$ cat config.mk
export PLATFORM = sky130hd
export DESIGN_NAME = cam_pixel_capture
export DESIGN_NICKNAME = d
export VERILOG_FILES = /design/src/rtl/cam_pixel_capture.sv
export SDC_FILE = /design/constraint.sdc
export NUM_CORES = 1
export LEC_CHECK = 0
export ABC_CLOCK_PERIOD_IN_PS = 4330
export BUFFER_PORTS_ARGS = -buffer_cell sky130_fd_sc_hd__buf_2
export CAP_MARGIN = 25
export CORE_MARGIN = 3
export CORE_UTILIZATION = 46
export CTS_CLUSTER_SIZE = 14
export DETAILED_ROUTE_END_ITERATION = 16
export PLACE_DENSITY = 0.66
export SYNTH_ARGS = -nofsm -noshare
export SYNTH_HDL_FRONTEND = slang
export SYNTH_SLANG_ARGS = --single-unit
$ cat constraint.sdc
create_clock -name iClk -period 4.33 [get_ports iClk]
set_clock_uncertainty 0.15 [all_clocks]
set_input_delay 0 -clock iClk [delete_from_list [all_inputs] [get_ports iClk]]
set_output_delay 0 -clock iClk [all_outputs]
set_load 0.01 [all_outputs]
$ cat src/rtl/cam_pixel_capture.sv
// Camera bus capture: oversamples PCLK/HREF/VSYNC/DATA in the system clock,
// packs byte pairs into RGB565 pixels and emits linear frame-buffer writes.
module cam_pixel_capture #(
    parameter int H_ACT    = 320,
    parameter int V_ACT    = 240,
    parameter int ADDR_W   = 17,
    parameter bit HI_FIRST = 1'b1
) (
    input  logic              iClk,
    input  logic              iRst,
    input  logic              iEn,
    input  logic              iCamPclk,
    input  logic              iCamVsync,
    input  logic              iCamHsync,
    input  logic [7:0]        iCamData,
    output logic              oWrEn,
    output logic [ADDR_W-1:0] oWrAddr,
    output logic [15:0]       oWrData,
    output logic              oFrameDone,
    output logic [7:0]        oFrameCnt,
    output logic              oLineErr,
    output logic              oFrameErr
);

    localparam int HC_W = $clog2(H_ACT + 2);
    localparam int VC_W = $clog2(V_ACT + 2);
    // One extra address bit so a frame that exactly fills 2^ADDR_W still
    // has a representable "full" index for overflow detection.
    localparam logic [ADDR_W:0] PIX_TOT  = (ADDR_W + 1)'(H_ACT * V_ACT);
    localparam logic [HC_W-1:0] H_ACT_C  = HC_W'(H_ACT);
    localparam logic [VC_W-1:0] V_ACT_C  = VC_W'(V_ACT);

    typedef enum logic [1:0] {IDLE, SYNC, CAPTURE} state_t;

    state_t            state_q, state_d;
    logic              pclk_s1_q, pclk_s2_q, pclk_s3_q;
    logic              pclk_s1_d, pclk_s2_d, pclk_s3_d;
    logic              vs_s1_q, vs_s2_q, vs_s3_q;
    logic              vs_s1_d, vs_s2_d, vs_s3_d;
    logic              hs_s1_q, hs_s2_q, hs_s3_q;
    logic              hs_s1_d, hs_s2_d, hs_s3_d;
    logic [7:0]        data_s1_q, data_s2_q, data_s1_d, data_s2_d;
    logic              toggle_q, toggle_d;
    logic [7:0]        first_q, first_d;
    logic [ADDR_W:0]   addr_q, addr_d;
    logic [HC_W-1:0]   line_pix_q, line_pix_d;
    logic [VC_W-1:0]   line_cnt_q, line_cnt_d;
    logic              wr_en_q, wr_en_d;
    logic [ADDR_W-1:0] wr_addr_q, wr_addr_d;
    logic [15:0]       wr_data_q, wr_data_d;
    logic              frame_done_q, frame_done_d;
    logic [7:0]        frame_cnt_q, frame_cnt_d;
    logic              line_err_q, line_err_d;
    logic              frame_err_q, frame_err_d;

    logic pclk_rise, vs_rise, vs_fall, hs_fall;

    always_comb begin
        pclk_s1_d    = iCamPclk;
        pclk_s2_d    = pclk_s1_q;
        pclk_s3_d    = pclk_s2_q;
        vs_s1_d      = iCamVsync;
        vs_s2_d      = vs_s1_q;
        vs_s3_d      = vs_s2_q;
        hs_s1_d      = iCamHsync;
        hs_s2_d      = hs_s1_q;
        hs_s3_d      = hs_s2_q;
        data_s1_d    = iCamData;
        data_s2_d    = data_s1_q;

        pclk_rise    = pclk_s2_q & ~pclk_s3_q;
        vs_rise      = vs_s2_q & ~vs_s3_q;
        vs_fall      = ~vs_s2_q & vs_s3_q;
        hs_fall      = ~hs_s2_q & hs_s3_q;

        state_d      = state_q;
        toggle_d     = toggle_q;
        first_d      = first_q;
        addr_d       = addr_q;
        line_pix_d   = line_pix_q;
        line_cnt_d   = line_cnt_q;
        wr_en_d      = 1'b0;
        wr_addr_d    = wr_addr_q;
        wr_data_d    = wr_data_q;
        frame_done_d = 1'b0;
        frame_cnt_d  = frame_cnt_q;
        line_err_d   = line_err_q;
        frame_err_d  = frame_err_q;

        unique case (state_q)
            IDLE: begin
                if (iEn && vs_rise) state_d = SYNC;
            end
            SYNC: begin
                if (vs_fall) begin
                    state_d     = CAPTURE;
                    addr_d      = '0;
                    line_cnt_d  = '0;
                    line_pix_d  = '0;
                    toggle_d    = 1'b0;
                    line_err_d  = 1'b0;
                    frame_err_d = 1'b0;
                end
            end
            CAPTURE: begin
                if (pclk_rise && hs_s2_q) begin
                    if (!toggle_q) begin
                        first_d  = data_s2_q;
                        toggle_d = 1'b1;
                    end else begin
                        toggle_d = 1'b0;
                        if (line_pix_q != '1) line_pix_d = line_pix_q + 1'b1;
                        if (addr_q == PIX_TOT) begin
                            frame_err_d = 1'b1;
                        end else begin
                            wr_en_d   = 1'b1;
                            wr_addr_d = addr_q[ADDR_W-1:0];
                            wr_data_d = HI_FIRST ? {first_q, data_s2_q}
                                                 : {data_s2_q, first_q};
                            addr_d    = addr_q + 1'b1;
                        end
                    end
                end
                if (hs_fall) begin
                    toggle_d   = 1'b0;
                    line_pix_d = '0;
                    if (toggle_q || line_pix_q != H_ACT_C) line_err_d = 1'b1;
                    if (line_cnt_q != '1) line_cnt_d = line_cnt_q + 1'b1;
                end
                // A malformed line also means the frame lacks V_ACT good lines.
                if (vs_rise) begin
                    frame_done_d = 1'b1;
                    frame_cnt_d  = frame_cnt_q + 1'b1;
                    if (line_cnt_d != V_ACT_C || line_err_d) frame_err_d = 1'b1;
                    state_d = iEn ? SYNC : IDLE;
                end
            end
            default: state_d = IDLE;
        endcase
    end

    always_ff @(posedge iClk or posedge iRst) begin
        if (iRst) begin
            state_q      <= IDLE;
            pclk_s1_q    <= 1'b0;
            pclk_s2_q    <= 1'b0;
            pclk_s3_q    <= 1'b0;
            vs_s1_q      <= 1'b0;
            vs_s2_q      <= 1'b0;
            vs_s3_q      <= 1'b0;
            hs_s1_q      <= 1'b0;
            hs_s2_q      <= 1'b0;
            hs_s3_q      <= 1'b0;
            data_s1_q    <= '0;
            data_s2_q    <= '0;
            toggle_q     <= 1'b0;
            first_q      <= '0;
            addr_q       <= '0;
            line_pix_q   <= '0;
            line_cnt_q   <= '0;
            wr_en_q      <= 1'b0;
            wr_addr_q    <= '0;
            wr_data_q    <= '0;
            frame_done_q <= 1'b0;
            frame_cnt_q  <= '0;
            line_err_q   <= 1'b0;
            frame_err_q  <= 1'b0;
        end else begin
            state_q      <= state_d;
            pclk_s1_q    <= pclk_s1_d;
            pclk_s2_q    <= pclk_s2_d;
            pclk_s3_q    <= pclk_s3_d;
            vs_s1_q      <= vs_s1_d;
            vs_s2_q      <= vs_s2_d;
            vs_s3_q      <= vs_s3_d;
            hs_s1_q      <= hs_s1_d;
            hs_s2_q      <= hs_s2_d;
            hs_s3_q      <= hs_s3_d;
            data_s1_q    <= data_s1_d;
            data_s2_q    <= data_s2_d;
            toggle_q     <= toggle_d;
            first_q      <= first_d;
            addr_q       <= addr_d;
            line_pix_q   <= line_pix_d;
            line_cnt_q   <= line_cnt_d;
            wr_en_q      <= wr_en_d;
            wr_addr_q    <= wr_addr_d;
            wr_data_q    <= wr_data_d;
            frame_done_q <= frame_done_d;
            frame_cnt_q  <= frame_cnt_d;
            line_err_q   <= line_err_d;
            frame_err_q  <= frame_err_d;
        end
    end

    assign oWrEn      = wr_en_q;
    assign oWrAddr    = wr_addr_q;
    assign oWrData    = wr_data_q;
    assign oFrameDone = frame_done_q;
    assign oFrameCnt  = frame_cnt_q;
    assign oLineErr   = line_err_q;
    assign oFrameErr  = frame_err_q;

endmodule

Word level (Yosys, flattened, before mapping). Index checks and enable logic that the tools add are counted.

Input port bits: 14. Register bits: 116. Logic and storage cells: 110. Output and inout port bits: 45.

Add/subtract/negate cells: 4. Equality and inequality tests: 16. Reduce and logical (&&, ||, !) cells: 14. Bitwise logic cells: 10. Muxes and demuxes: 42.

Operator list (number): 18-bit 2-to-1 mux (4); 9-bit 2-to-1 mux (5); 18-bit one-hot mux with 2 select lines (1); 8-bit 2-to-1 mux (4); 1-bit 2-to-1 mux (19); 18-bit by 1-bit adder with 18-bit output (second input constant) (1); 18-bit by 17-bit equality test with 1-bit output (second input constant) (1); 9-bit != test (second input constant) (2); 9-bit one-hot mux with 2 select lines (1); 8-bit by 1-bit adder with 8-bit output (second input constant) (2); 8-bit != test (second input constant) (2); 8-bit one-hot mux with 2 select lines (1); 2-bit != test (second input constant) (6); 5-bit AND reduction (2); 9-bit by 1-bit adder with 9-bit output (second input constant) (1); 3-bit != test (second input constant) (3); 3-bit AND reduction (3); 2-bit 2-to-1 mux (3); 1-bit inverter (6); 1-bit one-hot mux with 2 select lines (3); 2-bit one-hot mux with 3 select lines (1); 1-bit bitwise AND (4); 2-bit AND reduction (2); 4-bit AND reduction (1); 6 further kinds (8).

Logic depth before layout (Yosys ltp). Gate-level depths: netlist (run 1).

Depth in word-level cells: 9. Mapped depth: 10. Depth with buffers taken out: 9.

Worst setup path after synthesis (run 1). No wires, ideal clock.

Path kind: register -> register. From: reg line_pix_q[0]. To: reg line_pix_q[6]. Cell stages (with the launch flop): 11. Library setup time: 0.129 ns. Path slack: 2.076 ns. Arrival: 1.975 ns. Path buffers: 1. Required time: 4.051 ns. Clock period less this slack: 2.254 ns. Path through: dfrtp_1 > ha_1 > nand3_1 > nor2_1 > and3_1 > ha_1 > nor3b_1 > o21ai_1 > clkbuf_1 > o21ai_0 > o41ai_1.

Longest elaborated chain between the ends: 6. Elaborated cells on any way between the ends: 9. Classes of those cells: add/sub (1); eq/ne (2); mux (5); reduce/logical (1).

RTL lines: from (decl) (line 46) `logic [HC_W-1:0] line_pix_q, line_pix_d;`; from (signal assigned) (line 184) `line_pix_q <= line_pix_d;`; 9-bit by 1-bit adder with 9-bit output (line 112) `if (line_pix_q != '1) line_pix_d = line_pix_q + 1'b1;`; 9-bit 2-to-1 mux (line 112); 9-bit 2-to-1 mux (line 107) `if (!toggle_q) begin`; 9-bit 2-to-1 mux (line 106) `if (pclk_rise && hs_s2_q) begin`; 9-bit 2-to-1 mux (line 124) `if (hs_fall) begin`; 9-bit one-hot mux with 2 select lines (line 90) `unique case (state_q)`.

Several ways; a longest one is shown, not always the timed one. The select of a mux whose other input is x is not followed. A chain may end at the register's enable or synchronous reset.

Worst setup path in the final report (run 1).
From: reg addr_q[0]. To: reg wr_data_q[5] (netlist: oWrData[5]).

Longest elaborated chain between the ends: 3.

RTL lines: from (decl) (line 45) `logic [ADDR_W:0] addr_q, addr_d;`; from (signal assigned) (line 183) `addr_q <= addr_d;`; 18-bit by 17-bit equality test with 1-bit output (line 113) `if (addr_q == PIX_TOT) begin`; 1-bit inverter (no line); 4-bit AND reduction (no line); to (signal assigned) (line 188) `wr_data_q <= wr_data_d;`; to (decl) (line 50) `logic [15:0] wr_data_q, wr_data_d;`.

No other way between the ends.

==> results.md, run 1 <==
- Status: finished clean
- CTS Buf Count: 17
- Syn Area/Cell: 11.2 um2
- Hold EP: state_q[0]
- CTS clk-pin slew, worst paths: 0.06 ns
- # fillers: 806
- Worst Setup Path Type: reg -> reg
- Worst setup SP type: flop
- Core box area: 10000 um2
- Effective utilization at floorplan: 48.5%
- Leakage: 0.00297 uW
- Bufs on Longest Clock Path: 2
- R2R setup slack: 1.46 ns
- DR pass1 iterations: 7
- CTS H-tree lvls: 4
- Setup_tns: 0 ns
- PostCTS Resize Cnt: 0
- CP max stage cell: o31ai_4
- Yosys warning count: 0
- Worst EP required: 4.57 ns
- CP bufs+invs: 2
- Largest net degree at the start of global routing: 83
- Critical path endpoint category: flop
- Reg2reg end: oWrData[5]
- Total GRT Usage: 19.1%
- ANT cells: 0
- Routed vias: 3518
- Register area share after synthesis: 59.8%
- Die area: 11800 um2
- Worst rel slew slack: 35.7%
- RePlAce Congestion: 0.858
- CP delay by family, top: compound AO/OA/AOI/OAI gates
- Worst-margin pin slew: 0.955 ns
- Area grow syn2layout: 26.1%
- Post-route ant nets: 0
- Hold buffers post-CTS: 24
- Asr flop ratio synth: 100%
- Crit-path max cell delay: 0.77 ns
- Post-layout util: 61.2%
- R2R cell count: 7
- Worst skew pair latency: 0.51 ns
- Max IR drop VDD: 0.000336 V
- TritonCTS clock tree: done
- Distinct cells, synth: 51
- Prevailing post-synth register cell: dfrtp_1
- Fin crit period: 2.87 ns
- Unrepaired setup endpoints after global routing: no
- Synthesized area: 4850 um2
- # nets final: 548
- Hold Crit Depth: 4
- Max-cap check violation count: 0
- Fmax: 0.349 GHz
- Die height: 109 um
- Avg WL per Cell: 15.5 um
- Crit-path cells: inv_1 -> ha_1 -> nor4b_2 -> nand4_1 -> o31ai_4 -> buf_4 -> mux2_2
- Worst hold-check path type: in -> reg
- Postcts setup bufs: 0
- Crit-path max FO: 26
- Clock sink count: 116
- Pins over their slew limit: 0
- Pwr per Cell Area: 462 nW/um2
- Number of top-level pins: 59
- Share of layout cells above drive strength 1: 23.9%
- Routed WL: 10400 um
- First-pass GRT wire length: 17600 um
- Grt total ovfl: 0
- Syn Nets: 456
- Vias in the first global route: 3604
- Initial antenna violation count: 0
- Post-DP HPWL: 6450 um
- Tot Pwr: 2830 uW
- Hold Path Origin: iEn
- Count of state elements after synthesis: 116
- Arr. time, crit path: 3.11 ns
- First DRT Iteration DRCs: 140
- Final hold violation count: 0
- Num rows: 36
- Vias per inst: 5.23
- EDFF count, synth: 0
- IO Port Bufs: 58
- Die W: 109 um
- R2r startpoint: addr_q[0]
- # DRC: 0
- Final worst-path cycle share: 66.3%
- CTS root buf: clkbuf_8
- Cells after Synth: 435
- Final setup fails: 0
==> stage by stage <==
stage          hold WS (ns)  instances  setup WS [ns]  instance area [um2]
2_1_floorplan        -0.119        435           1.11                 4850
3_3_place_gp        -0.0418        614           1.63                 5270
3_5_place_dp        -0.0407        614           1.50                 5270
4_1_cts               0.143        670           1.48                 6090
5_1_grt               0.185        673           1.31                 6120
6_report              0.164        673           1.46                 6120
==> layer usage <==
metal / GRT usage [%] / part of all wire (%)
met4: 6.94 / 1.4
met2: 30.0 / 47
met5: 0 / 0
met3: 4.74 / 4.4
met1: 25.9 / 47
==> Yosys cell counts, drive strengths merged, types with 5 or more instances <==
cell	instances	area [um2]
a21oi	8	40.0
and3	6	37.5
buf	7	42.5
clkbuf	9	33.8
dfrtp	116	2900
ha	7	87.6
inv	13	48.8
mux2	25	282
nand2	73	274
nand2b	5	31.3
nand3	18	90.1
nand4	11	68.8
nor2	27	101
nor2b	6	37.5
nor3	6	35.0
o21ai	28	140
xnor2	7	61.3
xor2	14	123
==> registers in the layout, summed over array words and instances, names as in the netlist, 2 cells and up <==
name and cells:
line_pix_q 9, first_q 8, state_q 2, oWrData 16, line_cnt_q 8, data_s1_q 8, data_s2_q 8, oFrameCnt 8
addr_q 18, oWrAddr 17
==> worst register-to-register path, cell delays in order, from the launching register on <==
cell     delay [ns]
dfrtp_1        0.42
inv_1          0.11
ha_1           0.14
nor4b_2        0.17
nand4_1        0.21
o31ai_4        0.77
buf_4          0.41
mux2_2         0.38
==> power by group <==
| group | total [uW] | switching [uW] | internal (uW) |
|---|---|---|---|
| registers | 1230 | 67.8 | 1170 |
| clock network | 1360 | 520 | 838 |
| logic | 235 | 124 | 110 |
==> placed cells by master (no fill, tap or decap), types with 5 or more instances in the layout <==
cell type | Yosys | final
buf_2 | 4 | 59
a21oi_1 | 8 | 8
ha_1 | 7 | 7
xnor2_1 | 7 | 7
nor2b_1 | 6 | 6
clkbuf_16 | 0 | 16
nor3_1 | 5 | 5
nand3_1 | 18 | 18
nand2_1 | 73 | 73
and3_1 | 6 | 6
mux2_2 | 25 | 25
dlygate4sd3_1 | 0 | 25
inv_1 | 12 | 11
xor2_1 | 14 | 14
nand4_1 | 11 | 11
nor2_1 | 27 | 27
dfrtp_1 | 116 | 116
nand2b_1 | 5 | 5
o21ai_0 | 27 | 27
==> final cells by class <==
| class | instances | area [um2] | area share, % |
|---|---|---|---|
| Sequential cell | 116 | 2900 | 47.4 |
| Multi-Input combinational cell | 290 | 1820 | 29.8 |
| Timing Repair Buffer | 89 | 596 | 9.73 |
| Clock buffer | 18 | 428 | 6.99 |
| Tap cell | 133 | 166 | 2.72 |
| Clock inverter | 14 | 153 | 2.49 |
| Inverter | 13 | 51.3 | 0.838 |
==> cells by family after synthesis <==
group                    after synthesis  share of synthesized area [%]
AND/OR/NAND/NOR                      176                           17.9
flip-flops                           116                           59.8
AO/OA/AOI/OAI                         58                           7.71
buffers and inverters                 29                           2.58
multiplexers                          28                           6.42
XOR/XNOR                              21                           3.79
adder cells (fa/ha/maj)                7                           1.80
==> how the worst max path moves through the flow <==
stage                     startpoint     endpoint  slack [ns]  depth (start not counted)
final                      addr_q[0]   oWrData[5]        1.46                          7
after global routing       addr_q[0]   oWrData[5]        1.31                          7
after CTS                  addr_q[0]   oWrData[5]        1.48                          7
after detailed placement   addr_q[0]   oWrData[3]        1.50                          7
after global placement     addr_q[0]  oWrData[11]        1.63                          7
after floorplan                 iRst    addr_q[0]        1.11                          1
(Power assumes the default switching activity.)
==> run 2, diff against run 1 <==
--- a/config.mk
+++ b/config.mk
@@ -5,14 +5,15 @@
 export SDC_FILE = /design/constraint.sdc
 export NUM_CORES = 1
 export LEC_CHECK = 0
-export ABC_CLOCK_PERIOD_IN_PS = 4330
+export ABC_AREA = 1
+export ABC_CLOCK_PERIOD_IN_PS = 2970
 export BUFFER_PORTS_ARGS = -buffer_cell sky130_fd_sc_hd__buf_2
 export CAP_MARGIN = 25
 export CORE_MARGIN = 3
 export CORE_UTILIZATION = 46
 export CTS_CLUSTER_SIZE = 14
 export DETAILED_ROUTE_END_ITERATION = 16
-export PLACE_DENSITY = 0.66
+export PLACE_DENSITY = 0.65
 export SYNTH_ARGS = -nofsm -noshare
 export SYNTH_HDL_FRONTEND = slang
 export SYNTH_SLANG_ARGS = --single-unit
==> constraint.sdc (replaced) <==
create_clock -name iClk -period 2.97 [get_ports iClk]
set_clock_uncertainty 0.15 [all_clocks]
set_input_delay 0 -clock iClk [delete_from_list [all_inputs] [get_ports iClk]]
set_output_delay 0 -clock iClk [all_outputs]
set_load 0.01 [all_outputs]
==> results.md, run 2 <==
- Status: finished clean
- Asr flop ratio synth: 100% (unchanged)
- Routed vias: 4246 (+21%)
- Fmax: 0.441 GHz (+27%)
- CTS root buf: clkbuf_8
- Top sig layer: met4
- Clock sink count: 116 (unchanged)
- Post-layout util: 59.8% (-1.5 points)
- Count of state elements after synthesis: 116 (unchanged)
- Synth area leaders: dfrtp_1, nand2_1, o21ai_0, inv_1, nand3_1
- Vias in the first global route: 4206 (+17%)
- Total GRT Usage: 19.9% (+0.77 points)
- Number of top-level pins: 59 (unchanged)
- # fillers: 940 (+17%)
- RePlAce Congestion: 0.901 (+5.0%)
- Commonest non-fill, non-tap cells in the layout: nand2_1, dfrtp_1, buf_2
- Post-DP HPWL: 7930 um (+23%)
- Die W: 112 um (+3.0%)
- Top cell type's share of synthesized area: 56.2% (-3.6 points)
- Worst-margin pin slew: 0.600 ns (-0.355 ns)
- First-pass GRT wire length: 20200 um (+15%)
- Largest area contributor in the netlist: dfrtp_1
- Syn Area/Cell: 8.76 um2 (-21%)
- Placed cells: 779 (+27%)
- Worst skew pair latency: 0.52 ns (about the same)
- Pwr per Cell Area: 673 nW/um2 (+46%)
- Post-route ant nets: 0 (unchanged)
- Syn Nets: 610 (+34%)
- Die height: 112 um (+3.0%)
- Largest register FFs: 18 (unchanged)
- DR WL met2: 5640 um (+14%)
- Num rows: 38 (+5.6%)
- Critical path endpoint category: flop
- Pins over their slew limit: 0 (unchanged)
- CTS clk-pin slew, worst paths: 0.06 ns (about the same)
- Worst setup SP type: flop
- Most common cell after layout, fill and taps aside: nand2_1
- Register area share after synthesis: 56.2% (-3.6 points)
- Worst rel slew slack: 59.7% (+24 points)
- Area grow syn2layout: 26.0% (about the same)
- Worst Setup Path Type: reg -> reg
- Commonest cells post-synth: nand2_1, dfrtp_1, inv_1, o21ai_0, nor2_1
- Core box area: 10900 um2 (+8.9%)
- Placed Instance Area: 5610 um2 (+6.6%)
- # DRC: 0 (unchanged)
- Cells after Synth: 589 (+35%)
- CTS Buf Count: 17 (unchanged)
- Leakage: 0.00314 uW (+5.6%)
- Wl on met1: 5230 um (+7.7%)
- Worst EP required: 3.27 ns (-1.30 ns)
- Final worst-path cycle share: 76.3% (+10 points)
- Max IR drop VDD: 0.000518 V (+54%)
- Synthesized area: 5160 um2 (+6.4%)
- Bufs on Longest Clock Path: 2 (unchanged)
- Crit-path max FO: 27 (+3.8%)
- Setup_tns: 0 ns (unchanged)
- Final instance area: 6510 um2 (+6.3%)
- Max-cap check violation count: 0 (unchanged)
- # nets final: 705 (+29%)
- Prevailing post-synth register cell: dfrtp_1
- First DRT Iteration DRCs: 289 (+110%)
- Effective utilization at floorplan: 47.4% (-1.1 points)
- ANT cells: 0 (unchanged)
- Top reg by flops: addr_q
- Final std cells w/o fill: 837 (+24%)
- Avg WL per Cell: 14.1 um (-9.2%)
- Largest net degree at the start of global routing: 45 (-46%)
- Final setup fails: 0 (unchanged)
- Distinct cells, synth: 34 (-33%)
- Multi-input gate area in the final layout: 1930 um2 (+6.0%)
- Final hold violation count: 0 (unchanged)
- Yosys warning count: 0 (unchanged)
- EDFF count, synth: 0 (unchanged)
- Postcts setup bufs: 0 (unchanged)
- CTS H-tree lvls: 4 (unchanged)
- Routed met3 length: 597 um (+29%)
- Grt total ovfl: 0 (unchanged)
- IO Port Bufs: 58 (unchanged)
- DR pass1 iterations: 5 (-2)
- Cell with the most instances after synthesis: nand2_1
- Fin crit period: 2.27 ns (-0.602 ns)
- Initial antenna violation count: 0 (unchanged)
- Vias per inst: 5.07 (-3.0%)
- TritonCTS clock tree: done
- Die area: 12500 um2 (+6.0%)
- Unrepaired setup endpoints after global routing: no
- Routed WL: 11800 um (+13%)
- Arr. time, crit path: 2.57 ns (-0.54 ns)
- Worst hold-check path type: in -> reg
- Flip-flop and latch area: 2900 um2 (unchanged)
- Share of layout cells above drive strength 1: 16.9% (-7.0 points)
- Tot Pwr: 4380 uW (+55%)
run 2: per-stage QoR:
step	hold WS (ns)	setup WS, ns
2_1_floorplan	-0.119	1.07
3_3_place_gp	-0.0422	0.768
3_5_place_dp	-0.0403	0.727
4_1_cts	0.117	0.684
5_1_grt	0.195	0.432
6_report	0.185	0.703
run 2: cell type report:
type                    instances  area share (%)
inverters                      63            3.69
multi-input cells             396            29.7
clock inverters                11            2.69
clock buffers                  21            6.90
flip-flops and latches        116            44.6
repair buffers                 90            9.69
well taps                     140            2.69
run 2: repair_timing:
| action | CTS | global route |
|---|---|---|
| hold buffers | 24 | 1 |
| resized for setup | 0 | 0 |
| hold endpoints to repair | 53 | 1 |
run 2: critical path, cell delays in order (launching register included):
cell and delay (ns):
dfrtp_1 0.40, nand2_2 0.42, nor2_1 0.14, a21oi_1 0.20, nand3b_2 0.44, inv_2 0.30, nand2_1 0.09, nand2_1 0.06
run 2: cells by family after synthesis:
family | after synthesis | synth area share [%]
flops | 116 | 56.2
fa+ha+maj | 7 | 1.70
compound gates | 75 | 7.61
buf+inv | 77 | 6.33
simple gates | 299 | 25.6
xor+xnor | 15 | 2.54
run 2: report_power, final:
group | internal (uW) | leakage [uW] | switching, uW
Clock | 1410 | 0.000287 | 730
Combinational | 158 | 0.00130 | 279
Sequential | 1710 | 0.00155 | 92.9
run 2: worst paths after layout:
path	from	end	slack, ns	depth (start not counted)
max in group asynchronous	iRst	oWrAddr[9]	1.64	6
min	iEn	state_q[0]	0.19	4
min in group asynchronous	iRst	line_cnt_q[5]	0.30	4
max	state_q[1]	addr_q[9]	0.70	7
min reg2reg	data_s1_q[5]	data_s2_q[5]	0.20	0
max reg2reg	state_q[1]	addr_q[9]	0.70	7
run 2: per-layer routing:
metal  track usage (%)  vias up
met1              26.0     2007
met3              5.71       31
met5                 0        -
li1                  -     2085
met2              31.5      123
met4              7.69        0
==> run 3, diff against run 2 <==
--- a/config.mk
+++ b/config.mk
@@ -6,14 +6,14 @@
 export NUM_CORES = 1
 export LEC_CHECK = 0
 export ABC_AREA = 1
-export ABC_CLOCK_PERIOD_IN_PS = 2970
+export ABC_CLOCK_PERIOD_IN_PS = 1910
 export BUFFER_PORTS_ARGS = -buffer_cell sky130_fd_sc_hd__buf_2
 export CAP_MARGIN = 25
 export CORE_MARGIN = 3
 export CORE_UTILIZATION = 46
 export CTS_CLUSTER_SIZE = 14
 export DETAILED_ROUTE_END_ITERATION = 16
-export PLACE_DENSITY = 0.65
+export PLACE_DENSITY = 0.68
 export SYNTH_ARGS = -nofsm -noshare
 export SYNTH_HDL_FRONTEND = slang
 export SYNTH_SLANG_ARGS = --single-unit
==> constraint.sdc (replaced) <==
create_clock -name iClk -period 1.91 [get_ports iClk]
set_clock_uncertainty 0.15 [all_clocks]
set_input_delay 0 -clock iClk [delete_from_list [all_inputs] [get_ports iClk]]
set_output_delay 0 -clock iClk [all_outputs]
set_load 0.01 [all_outputs]
==> results.md, run 3 (synthesis gave the netlist of run 2 again) <==
- Vias in the first global route: 4374 (+4.0%)
- Post-route ant nets: 0 (unchanged)
- Unrepaired setup endpoints after global routing: yes
- DR pass1 iterations: 4 (-1)
- First DRT Iteration DRCs: 313 (+8.3%)
- Bufs on Longest Clock Path: 2 (unchanged)
- Worst EP required: 2.16 ns (-1.11 ns)
- Vias per inst: 5.11 (+0.78%)
- Worst skew pair latency: 0.53 ns (about the same)
- Crit-path max FO: 6 (-78%)
- Max-cap check violation count: 0 (unchanged)
- Core box area: 10900 um2 (unchanged)
- Initial antenna violation count: 0 (unchanged)
- Pins over their slew limit: 0 (unchanged)
- R2r startpoint: line_pix_q[1]
- CTS H-tree lvls: 4 (unchanged)
- Placed Instance Area: 5870 um2 (+4.6%)
- Largest register FFs: 18 (unchanged)
- Commonest non-fill, non-tap cells in the layout: nand2_1, dfrtp_1, buf_2
- Final instance area: 6980 um2 (+7.3%)
- # fillers: 848 (-9.8%)
- Worst Setup Path Type: reg -> reg
- Placed cells: 812 (+4.2%)
- Most common cell after layout, fill and taps aside: nand2_1
- Tot Pwr: 6630 uW (+51%)
- Effective utilization at floorplan: 47.4% (unchanged)
- Worst setup SP type: flop
- Worst rel slew slack: 68.8% (+9.2 points)
- Number of top-level pins: 59 (unchanged)
- Max IR drop VDD: 0.000760 V (+47%)
- Final std cells w/o fill: 880 (+5.1%)
- Area grow syn2layout: 35.2%
- Routed vias: 4499 (+6.0%)
- Pwr per Cell Area: 950 nW/um2 (+41%)
- Post-layout util: 64.1% (+4.3 points)
- Top reg by flops: addr_q
- IO Port Bufs: 58 (unchanged)
- Wl on met1: 5610 um (+7.2%)
- Routed WL: 12900 um (+9.7%)
- CTS root buf: clkbuf_8
- Share of layout cells above drive strength 1: 26.6% (+9.7 points)
- TritonCTS clock tree: done
- RePlAce Congestion: 0.882 (-2.1%)
- Post-DP HPWL: 8230 um (+3.8%)
- Top sig layer: met4
- Fin crit period: 2.02 ns (-0.244 ns)
- Worst Slack Setup Final: -0.114 ns (-0.816 ns)
- CTS clk-pin slew, worst paths: 0.06 ns (about the same)
- Leakage: 0.00337 uW (+7.3%)
- Final setup fails: 8 (+8)
- Die area: 12500 um2 (unchanged)
- Reg2reg end: line_pix_q[0]
- ANT cells: 0 (unchanged)
- Arr. time, crit path: 2.28 ns (-0.29 ns)
- R2R setup slack: -0.11 ns (-0.82 ns)
- First-pass GRT wire length: 20800 um (+2.9%)
- Failing checks: negative setup slack
- Worst-margin pin slew: 0.466 ns (-0.134 ns)
- Num rows: 38 (unchanged)
- Fmax: 0.494 GHz (+12%)
- Clock sink count: 116 (unchanged)
- DR WL met2: 6490 um (+15%)
- R2R cell count: 11 (+4)
- Grt total ovfl: 0 (unchanged)
- # DRC: 0 (unchanged)
- Avg WL per Cell: 14.7 um (+4.3%)
- Routed met3 length: 578 um (-3.2%)
- Final hold violation count: 0 (unchanged)
- CTS Buf Count: 17 (unchanged)
- Worst hold-check path type: in -> async
- Die W: 112 um (unchanged)
- Status: complete, but fails checks
- Critical path endpoint category: flop
- Final worst-path cycle share: 106% (+30 points)
- # nets final: 748 (+6.1%)
- Largest net degree at the start of global routing: 90 (+100%)
- Setup_tns: -0.366 ns (-0.366 ns)
- Die height: 112 um (unchanged)
- Critical path startpoint: line_pix_q[1]
- Total GRT Usage: 20.8% (+0.87 points)
-- run 3: layer usage --
layer | vias up | GRT usage [%]
met3 | 24 | 6.41
met4 | 0 | 7.21
met1 | 2171 | 26.4
met5 | - | 0
met2 | 119 | 33.9
li1 | 2185 | -
-- run 3: layout make-up --
class / count / area [um2] / area share [%]
clock inverters: 14 / 128 / 1.83
inverters: 63 / 250 / 3.59
clock buffers: 18 / 418 / 5.99
well taps: 140 / 175 / 2.51
repair inverters: 1 / 7.51 / 0.108
repair buffers: 131 / 965 / 13.8
flip-flops and latches: 116 / 2910 / 41.6
multi-input cells: 397 / 2130 / 30.5
-- run 3: stage by stage --
step / setup WS (ns) / hold slack [ns]
after floorplan: 0.0108 / -0.119
after global placement: -0.0685 / -0.0420
after detailed placement: -0.115 / -0.0402
after CTS: 0.00587 / 0.0106
after global routing: -0.258 / 0.0260
final: -0.114 / 0.00946
-- run 3: worst max path at each step --
stage | slack [ns] | to | depth (start not counted)
2_1_floorplan | 0.01 | line_pix_q[3] | 11
3_3_place_gp | -0.07 | line_pix_q[5] | 11
3_5_place_dp | -0.12 | line_pix_q[5] | 11
4_1_cts | 0.006 | line_pix_q[3] | 10
5_1_grt | -0.26 | line_pix_q[0] | 11
6_report | -0.11 | line_pix_q[0] | 11
-- run 3: repair_timing --
action | in CTS | in global routing
setup endpoints to repair | 8 | 61
hold buffers | 24 | 0
gates cloned | 1 | 2
resized for setup | 3 | 54
pin swaps | 1 | 18
hold endpoints to repair | 128 | 0
setup buffers | 0 | 9
-- run 3: power breakdown --
| part | switching (uW) | leakage [uW] | internal (uW) |
|---|---|---|---|
| sequential | 154 | 0.00155 | 2660 |
| clock | 1180 | 0.000258 | 1730 |
| combinational | 536 | 0.00157 | 371 |
| total | 1870 | 0.00337 | 4760 |
-- run 3: worst max-delay path, cell delays in order (launching register included) --
cell        delay (ns)
dfrtp_1           0.36
ha_2              0.21
nand3_4           0.10
nor3_4            0.16
nand2_1           0.11
nor2_1            0.12
ha_2              0.21
o21ai_4           0.08
nand2_4           0.13
clkinvlp_4        0.13
nand3_1           0.08
o21ai_0           0.08
